**src/rtl/led_cmd_pkg.sv**
```systemverilog
// Shared types, limits and the PWM duty table for the LED command scheduler.
package led_cmd_pkg;

    typedef enum logic [1:0] {OP_DEC, OP_INC, OP_DIM, OP_BRIGHT} op_e;
    typedef enum logic {S_IDLE, S_EXEC} state_e;

    localparam logic signed [3:0] COUNT_MIN = -4'sd8;
    localparam logic signed [3:0] COUNT_MAX = 4'sd7;
    localparam logic [2:0]        LVL_MAX   = 3'd4;

    // PWM output is on while pwm_cnt is below this threshold
    function automatic logic [31:0] duty_thr(input logic [2:0] level, input logic [31:0] period);
        case (level)
            3'd0:    duty_thr = period / 32'd20;
            3'd1:    duty_thr = period / 32'd4;
            3'd2:    duty_thr = period / 32'd2;
            3'd3:    duty_thr = (period * 32'd3) / 32'd4;
            default: duty_thr = period;
        endcase
    endfunction

endpackage

```
**src/rtl/led_cmd_scheduler_if.sv**
```systemverilog
// Request/status bundle between the button debouncers, the scheduler and the LED pins.
interface led_cmd_scheduler_if;
    logic        [3:0] req;
    logic        [3:0] pend;
    logic        [3:0] grant;
    logic signed [3:0] count;
    logic        [2:0] level;
    logic              period_st;
    logic        [3:0] usr_led;

    modport master (output req, input pend, grant, count, level, period_st, usr_led);
    modport slave  (input req, output pend, grant, count, level, period_st, usr_led);
endinterface

```
**src/rtl/led_pwm_gen.sv**
```systemverilog
// PWM period timer and duty compare for the applied brightness level.
module led_pwm_gen
    import led_cmd_pkg::*;
#(
    parameter int PWM_PERIOD = 1_000_000
) (
    input  logic       clk,
    input  logic       reset,
    input  logic [2:0] level,
    output logic       pwm_on,
    output logic       period_st
);
    localparam int CNT_W = (PWM_PERIOD > 1) ? $clog2(PWM_PERIOD) : 1;

    logic [CNT_W-1:0] r_pwm_cnt;
    logic             w_last;

    assign w_last = (r_pwm_cnt == CNT_W'(PWM_PERIOD - 1));

    always_ff @(posedge clk or posedge reset) begin
        if (reset) begin
            r_pwm_cnt <= '0;
        end else if (w_last) begin
            r_pwm_cnt <= '0;
        end else begin
            r_pwm_cnt <= r_pwm_cnt + 1'b1;
        end
    end

    assign pwm_on    = (32'(r_pwm_cnt) < duty_thr(level, 32'(PWM_PERIOD)));
    assign period_st = w_last;

endmodule

```
**src/rtl/led_cmd_scheduler.sv**
```systemverilog
// Round-robin command scheduler driving a saturating count and PWM-dimmed LEDs.
// Optional build macro AUTO_DIM_EN adds an idle timer that injects dim requests.
module led_cmd_scheduler
    import led_cmd_pkg::*;
#(
    parameter int PWM_PERIOD   = 1_000_000,
    parameter int IDLE_TIMEOUT = 100_000_000
) (
    input  logic               clk,
    input  logic               reset,
    led_cmd_scheduler_if.slave bus
);
    state_e            r_state, w_state_nxt;
    logic        [3:0] r_pend, r_grant, w_grant_nxt, w_set, w_clr;
    logic        [1:0] r_rr_ptr, r_gnt_idx, w_pick;
    logic signed [3:0] r_count;
    logic        [2:0] r_level_nxt, r_level;
    logic        [3:0] r_usr_led;
    logic              w_pwm_on, w_period_st, w_auto_dim;

    function automatic logic signed [3:0] sat_count(input logic signed [3:0] c, input op_e op);
        sat_count = c;
        if (op == OP_DEC && c != COUNT_MIN)      sat_count = c - 4'sd1;
        else if (op == OP_INC && c != COUNT_MAX) sat_count = c + 4'sd1;
    endfunction

    function automatic logic [2:0] sat_level(input logic [2:0] l, input op_e op);
        sat_level = l;
        if (op == OP_DIM && l != 3'd0)           sat_level = l - 3'd1;
        else if (op == OP_BRIGHT && l != LVL_MAX) sat_level = l + 3'd1;
    endfunction

    // Scan downwards so the nearest set bit at or after rr_ptr wins
    always_comb begin
        w_pick = r_rr_ptr;
        for (int k = 3; k >= 0; k--) begin
            if (r_pend[r_rr_ptr + 2'(k)]) w_pick = r_rr_ptr + 2'(k);
        end
    end

    always_comb begin
        w_state_nxt = r_state;
        w_grant_nxt = '0;
        case (r_state)
            S_IDLE: if (|r_pend) begin
                w_state_nxt = S_EXEC;
                w_grant_nxt = 4'b0001 << w_pick;
            end
            S_EXEC:  w_state_nxt = S_IDLE;
            default: w_state_nxt = S_IDLE;
        endcase
    end

    // A new request wins over the clear so a colliding pulse is not lost
    assign w_clr = (r_state == S_EXEC) ? r_grant : 4'b0000;
    assign w_set = bus.req | {1'b0, w_auto_dim, 2'b00};

    always_ff @(posedge clk or posedge reset) begin
        if (reset) begin
            r_state     <= S_IDLE;
            r_grant     <= '0;
            r_gnt_idx   <= '0;
            r_rr_ptr    <= '0;
            r_pend      <= '0;
            r_count     <= '0;
            r_level_nxt <= '0;
            r_level     <= '0;
            r_usr_led   <= '0;
        end else begin
            r_state <= w_state_nxt;
            r_grant <= w_grant_nxt;
            r_pend  <= (r_pend & ~w_clr) | w_set;
            if (r_state == S_IDLE && |r_pend) r_gnt_idx <= w_pick;
            if (r_state == S_EXEC) begin
                r_count     <= sat_count(r_count, op_e'(r_gnt_idx));
                r_level_nxt <= sat_level(r_level_nxt, op_e'(r_gnt_idx));
                r_rr_ptr    <= r_gnt_idx + 2'd1;
            end
            if (w_period_st) r_level <= r_level_nxt;
            r_usr_led <= w_pwm_on ? unsigned'(r_count) : 4'b0000;
        end
    end

`ifdef AUTO_DIM_EN
    localparam int IT_W = (IDLE_TIMEOUT > 1) ? $clog2(IDLE_TIMEOUT) : 1;

    logic [IT_W-1:0] r_idle_cnt;
    logic            w_idle_hit;

    assign w_idle_hit = (r_idle_cnt == IT_W'(IDLE_TIMEOUT - 1));
    assign w_auto_dim = (r_grant == 4'b0000) && w_idle_hit;

    always_ff @(posedge clk or posedge reset) begin
        if (reset) begin
            r_idle_cnt <= '0;
        end else if (|r_grant || w_idle_hit) begin
            r_idle_cnt <= '0;
        end else begin
            r_idle_cnt <= r_idle_cnt + 1'b1;
        end
    end
`else
    logic w_unused_timeout;
    assign w_unused_timeout = ^32'(IDLE_TIMEOUT);
    assign w_auto_dim       = 1'b0;
`endif

    led_pwm_gen #(.PWM_PERIOD(PWM_PERIOD)) u_pwm (
        .clk       (clk),
        .reset     (reset),
        .level     (r_level),
        .pwm_on    (w_pwm_on),
        .period_st (w_period_st)
    );

    assign bus.pend      = r_pend;
    assign bus.grant     = r_grant;
    assign bus.count     = r_count;
    assign bus.level     = r_level;
    assign bus.period_st = w_period_st;
    assign bus.usr_led   = r_usr_led;

endmodule

```
**src/flat_wrapper.sv**
```systemverilog
// flat-port wrapper written by rule: the top's interface ports become plain ports
module led_cmd_scheduler_flat import led_cmd_pkg::*;
#(
    parameter int PWM_PERIOD   = 1_000_000,
    parameter int IDLE_TIMEOUT = 100_000_000
)
  (clk, reset, bus_req, bus_pend, bus_grant, bus_count, bus_level, bus_period_st, bus_usr_led);
  led_cmd_scheduler_if bus_i ();
  input  logic clk;
  input  logic reset;
  input wire logic [$bits(bus_i.req)-1:0] bus_req;
  output wire logic [$bits(bus_i.pend)-1:0] bus_pend;
  output wire logic [$bits(bus_i.grant)-1:0] bus_grant;
  output wire logic [$bits(bus_i.count)-1:0] bus_count;
  output wire logic [$bits(bus_i.level)-1:0] bus_level;
  output wire logic [$bits(bus_i.period_st)-1:0] bus_period_st;
  output wire logic [$bits(bus_i.usr_led)-1:0] bus_usr_led;
  assign bus_i.req = bus_req;
  assign bus_pend = bus_i.pend;
  assign bus_grant = bus_i.grant;
  assign bus_count = bus_i.count;
  assign bus_level = bus_i.level;
  assign bus_period_st = bus_i.period_st;
  assign bus_usr_led = bus_i.usr_led;
  led_cmd_scheduler #(.PWM_PERIOD(PWM_PERIOD), .IDLE_TIMEOUT(IDLE_TIMEOUT)) u_core (.clk(clk), .reset(reset), .bus(bus_i));
endmodule
```
**config.mk**
```make
export PLATFORM = sky130hd
export DESIGN_NAME = led_cmd_scheduler_flat
export DESIGN_NICKNAME = d
export VERILOG_FILES = /design/src/rtl/led_cmd_pkg.sv /design/src/rtl/led_cmd_scheduler_if.sv /design/src/rtl/led_pwm_gen.sv /design/src/rtl/led_cmd_scheduler.sv /design/src/flat_wrapper.sv
export SDC_FILE = /design/constraint.sdc
export NUM_CORES = 1
export LEC_CHECK = 0
export CAP_MARGIN = 10
export CELL_PAD_IN_SITES_DETAIL_PLACEMENT = 1
export CELL_PAD_IN_SITES_GLOBAL_PLACEMENT = 2
export CORE_MARGIN = 4
export CORE_UTILIZATION = 41
export CTS_CLUSTER_DIAMETER = 150
export DETAILED_ROUTE_END_ITERATION = 8
export DONT_BUFFER_PORTS = 1
export HOLD_SLACK_MARGIN = 0.08
export PLACE_DENSITY_LB_ADDON = 0.25
export SYNTH_ARGS = -nofsm -noshare
export SYNTH_HDL_FRONTEND = slang
export SYNTH_SLANG_ARGS = --single-unit
export TNS_END_PERCENT = 5
```
**constraint.sdc**
```tcl
create_clock -name clk -period 2.4 [get_ports clk]
set_clock_uncertainty 0.05 [all_clocks]
set_input_delay 0.24 -clock clk [delete_from_list [all_inputs] [get_ports clk]]
set_output_delay 0.24 -clock clk [all_outputs]
set_load 0.005 [all_outputs]
```
# Word level (Yosys, flattened, before mapping)
# Index checks and enable logic that the tools add are counted.
# op_classes
eq_ne,10
bitwise,4
n_reduce_logical,13
add_sub_neg,9
magnitude_cmp,5
shift,1
muxes,24
# ops
cell,n
$pmux 20 s4,1
$lt 20x32->1,1
$mux 4,6
$add 20x1->20 const B,1
$eq 20x20->1 const B,1
$mux 20,1
$lt 2x3->1 const B,4
$bmux 1 s2,4
$mux 2,4
$ne 4x4->1 const B,2
$eq 3x2->1 const B,2
$mux 3,2
$logic_and 1x1->1,5
$mux 1,5
$add 2x1->2 const B,2
$add 2x2->2 const B,2
$add 4x2->4 const B,1
$and 4x4->4,1
$eq 2x2->1 const B,2
$not 4->4,1
$or 4x4->4,1
$reduce_and 2->1,2
$reduce_bool 2->1,2
$reduce_or 4->1,1
12 further kinds,12
# totals
out_inout_bits,20
register_bits,47
input_bits,6
wordCells,76

# Logic depth before layout (Yosys ltp)
# depth
depth_word,10
depth_mapped,10
mapped_depth_nobuf,10

# Cells and area by module
# From an unflattened synthesis, not the netlist that was laid out.
# hier_totals
cells_unflattened,251
hier_area_um2,2588.7
# by_module_without_submodules
module,area_per_inst_um2,seq_area_each_um2,instances,cells_each
led_pwm_gen,1320.0,500.5,1,140
led_cmd_scheduler,1268.7,675.6,1,111

# Worst setup path before layout
# No wires, ideal clock.
# synth_path
path_type,register -> register
startpoint,register u_core.r_count[1] (netlist: u_core.bus.count[1])
endpoint,register u_core.r_count[3] (netlist: u_core.bus.count[3])
path_buffers,0
period_less_slack_ns,2.112
setup_slack_ns,0.288
stages_incl_launch_ff,10
arrival_ns,1.938
path_cell_list,dfrtp_1 > nor4b_1 > nand2b_1 > inv_1 > ha_1 > a21o_1 > a21oi_1 > xor2_1 > nand2_1 > xnor2_1
# synth_between
elab_chain_cells,4
word_cells_on_any_way,10
classes_between,2 x add/sub; 2 x eq/ne; 2 x mux; 4 x reduce/logical
# synth_rtl
item,line_no,text
start: declaration,led_cmd_scheduler.sv:16,logic signed [3:0] r_count;
start signal: assignment,led_cmd_scheduler.sv:75,"r_count <= sat_count(r_count, op_e'(r_gnt_idx));"
branches (longest 4 deep; another with $add 4x2->4),-,
# Several ways; the timed one is not identified. The select of a mux whose other input is x is not followed.
# A chain may end at the register's enable or synchronous reset.

# Final worst setup path
# Ends and elaborated chain as after synthesis.

==> impl_summary.txt <==
----------------------------------------------------
[Pwr]
  Total chip power ... 2580 µW
  LEAKAGE ... about 0.0013 µW
  Power density over cell area ... between 800 and 900 nW/µm²
  Peak supply drop ... 586 µV

[Routing]
  Initial DRC count ... 43
  DR vias ... 1,803
  Wire per inst ... approximately 16 µm
  Number of optimization iterations in the first detailed-route pass ... 4
  Post-detailed-routing wire length ... 5.53 mm
  Number of nets with antenna violations after routing ... 0
  Vias per cell ... 5.30
  DRC ... 0

[Finish]
  Number of filler instances in the final layout ... 682
  Total number of nets in the final design ... 291
  Proportion of layout cells with a drive suffix above 1 ... 12.8%
  Multi-input gate area ... 1320 µm²
  Total inserted antenna cells ... 0
  Sequential cell area ... roughly 1200 µm²
  Area growth from synthesis to layout ... 10.7%

[CTS]
  Total clock buffers created by CTS ... 5
  Post-CTS Setup Inserts ... 0
  Root buffer cell ... sky130_fd_sc_hd__clkbuf_8
  Clock latency of the later-clocked register in the worst-skew pair ... 0.29 ns
  Clock transition at path regs ... approximately 0.09 ns
  CTS H-tree depth ... 2
  Maximum number of buffers from clock root to sink ... 2
  Clock tree from TritonCTS ... yes
  TritonCTS sink count ... 47

[Logic synthesis]
  Dominant register cell in the synthesized netlist ... sky130_fd_sc_hd__dfrtp_1
  Register area share after synthesis ... 45.4%
  Share of synthesized registers carrying an async set or reset ... 100%
  Distinct cells, synth ... 47
  Synthesized net count ... 277
  Number of synthesized flops with an enable pin ... 0
  Cell count after synthesis ... 251
  Post-synthesis area per instance ... between 10 and 15 µm²
  Syn Std Cell Area ... 2590 µm²
  Synth warnings ... 0
  Flip-flop and latch count after synthesis ... 47

[Setup path]
  Startpoint types ... register
  WP data arrival ... ~2.3 ns
  Max FO, Critical Path ... 3
  Classification of the worst setup path ... register to register
  Kind of capture point of the worst setup path ... register
  Reg2Reg Setup Slack ... 0.19 ns
  Required arrival time at the worst endpoint ... 2.54 ns

[STA]
  Max-slew violations ... 0
  Post-route fraction of the period consumed by the critical path ... 91.9%
  Actual slew at the worst max-slew pin ... 0.425 ns
  Maximum operating frequency ... 453 MHz
  Sum of negative setup slack ... 0 ns
  Post-Route Hold Slack ... roughly 0.35 ns
  Setup repair after global routing missed its margin ... false
  Setup Viol. Count Final ... 0
  Final worst path period need ... approximately 2.2 ns
  Max transition margin ... 71.6%
  Count of endpoints failing hold in the final timing report ... 0

[Flow run]
  Max Cap Violations ... 0

[Die]
  Horizontal extent of the die ... 87.5 µm
  Standard cell core area ... 6030 µm²
  Site row count ... 28
  Number of primary I/O pins ... 26
  Initial Utilization ... 43.0%
  Height of the die ... about 88 µm
  DIE AREA ... 7660 µm²

[Status]
  Status ... finished, final reports clean

[Global routing]
  Pin count of the biggest net entering global routing ... 21
  Initial antenna violation count ... 0
  Wire length of the first global-routing pass ... 9.58 mm
  Final global-route overflow total ... 0
  Via count of the first global-routing pass ... 1,947
  Overall global routing resource usage ... 15.9%

[Placement]
  Weighted congestion reported at the end of routability-driven placement ... around 0.76
  IO Port Bufs ... 0
  Post-detail-place hpwl ... 4.20 mm

[Hold path]
  Worst min-delay path class ... input port to async pin

----------------------------------------------------
==> state kept, by name, indices dropped and copies added (netlist names) <==
register and count:
u_core.bus.count 4, u_core.bus.grant 4, u_core.bus.level 3, u_core.bus.pend 4
u_core.bus.usr_led 4, u_core.r_gnt_idx 2, u_core.r_level_nxt 3, u_core.r_rr_ptr 2
u_core.r_state 1, u_core.u_pwm.r_pwm_cnt 20
==> where the power goes <==
part	total, µW	switching (µW)	internal (µW)
clock	564	258	306
combinational	895	458	437
sequential	1120	152	965
==> worst max-delay path: stages (launching register included) <==
cell                       delay [ns]
sky130_fd_sc_hd__dfrtp_1         0.39
sky130_fd_sc_hd__nor4b_1         0.36
sky130_fd_sc_hd__nand2b_1        0.23
sky130_fd_sc_hd__inv_1           0.08
sky130_fd_sc_hd__ha_1            0.27
sky130_fd_sc_hd__a21o_1          0.17
sky130_fd_sc_hd__a21oi_1         0.17
sky130_fd_sc_hd__xor2_1          0.16
sky130_fd_sc_hd__nand2_1         0.09
sky130_fd_sc_hd__xnor2_1         0.12
==> metal layers <==
metal  vias up  track usage, %  wire (µm)
li1        891               -          -
met1       886            22.2       2730
met2        20            25.2       2540
met3         6            3.50        200
met4         0            3.77         55
met5         -               0          0
==> placed cells by master (no fill, tap or decap), drive strengths merged, types with 2 or more instances in the layout <==
master	netlist	routed
clkbuf	3	6
nor3	11	11
ha	18	18
nor2	25	25
nand4	3	3
or4	2	2
dfrtp	47	47
a21o	9	9
nand2b	4	4
nor2b	5	5
a31oi	3	3
nor4b	2	2
mux2i	2	2
nor3b	3	3
o31ai	2	2
o21ai	7	7
and3	5	5
nand2	19	19
xnor2	14	14
xor2	10	10
fa	2	2
a21oi	9	9
inv	15	15
mux2	6	6
nand3	9	9
dlygate4sd3	0	5
buf	4	9
==> cell families after synthesis <==
kind of cell               count (synthesis)  synth area share, %
adders and majority gates                 20                 10.2
muxes                                      8                 3.52
xor gates and xnor gates                  24                 8.11
buffers and inverters                     22                 3.96
AOI/OAI and AO/OA                         38                 9.56
and+or+nand+nor                           92                 19.2
DFF                                       47                 45.4
==> final cells by class <==
| cell class | count | area share [%] |
|---|---|---|
| multi-input combinational | 182 | 46.1 |
| sequential | 47 | 41.0 |
| timing repair buffer | 14 | 4.10 |
| tap | 75 | 3.27 |
| clock buffer | 6 | 2.53 |
| inverter | 15 | 1.96 |
| clock inverter | 1 | 1.05 |
==> timing repair <==
item / 4_1_cts / 5_1_grt
hold buffers: 5 / 0
gates resized for setup: 0 / 3
endpoints found under the hold margin: 22 / 0
setup endpoints to repair: 0 / 4
==> Yosys cell counts (all sizes together) (3+ instances only) <==
cell | n | share of area, %
and3 | 5 | 1.2
buf | 4 | 1.4
nor3b | 3 | 0.87
dfrtp | 47 | 45
a21o | 9 | 2.6
inv | 15 | 2.2
xor2 | 10 | 3.4
xnor2 | 14 | 4.7
nand3 | 9 | 2.1
a21oi | 9 | 1.7
o21ai | 7 | 1.4
clkbuf | 3 | 0.43
nand4 | 3 | 0.72
a31oi | 3 | 0.72
nor2 | 25 | 3.6
nand2 | 19 | 2.8
nor2b | 5 | 1.2
mux2 | 6 | 2.8
nor3 | 11 | 2.9
ha | 18 | 8.7
nand2b | 4 | 0.97
==> worst paths after layout <==
path                            cells after the start                   endpoint                       from
worst max-delay path                                9        u_core.bus.count[3]        u_core.bus.count[1]
worst min-delay path                                2         u_core.bus.pend[2]                      reset
worst max register to register                      9        u_core.bus.count[3]        u_core.bus.count[1]
worst min register to register                      1  u_core.u_pwm.r_pwm_cnt[0]  u_core.u_pwm.r_pwm_cnt[0]
max in group asynchronous                           3        u_core.r_gnt_idx[0]                      reset
min in group clk                                    1  u_core.u_pwm.r_pwm_cnt[0]  u_core.u_pwm.r_pwm_cnt[0]
==> metrics by stage <==
stage	area, µm²	utilization (%)	cells	worst slack, ns
final	2870	47.6	340	0.194
after global placement	2710	44.9	328	0.164
after CTS	2860	47.4	340	0.0585
after floorplan	2590	-	251	0.288
after detailed placement	2710	44.9	328	0.0762
after global routing	2870	47.6	340	0.0268
(Power assumes the default switching activity.)
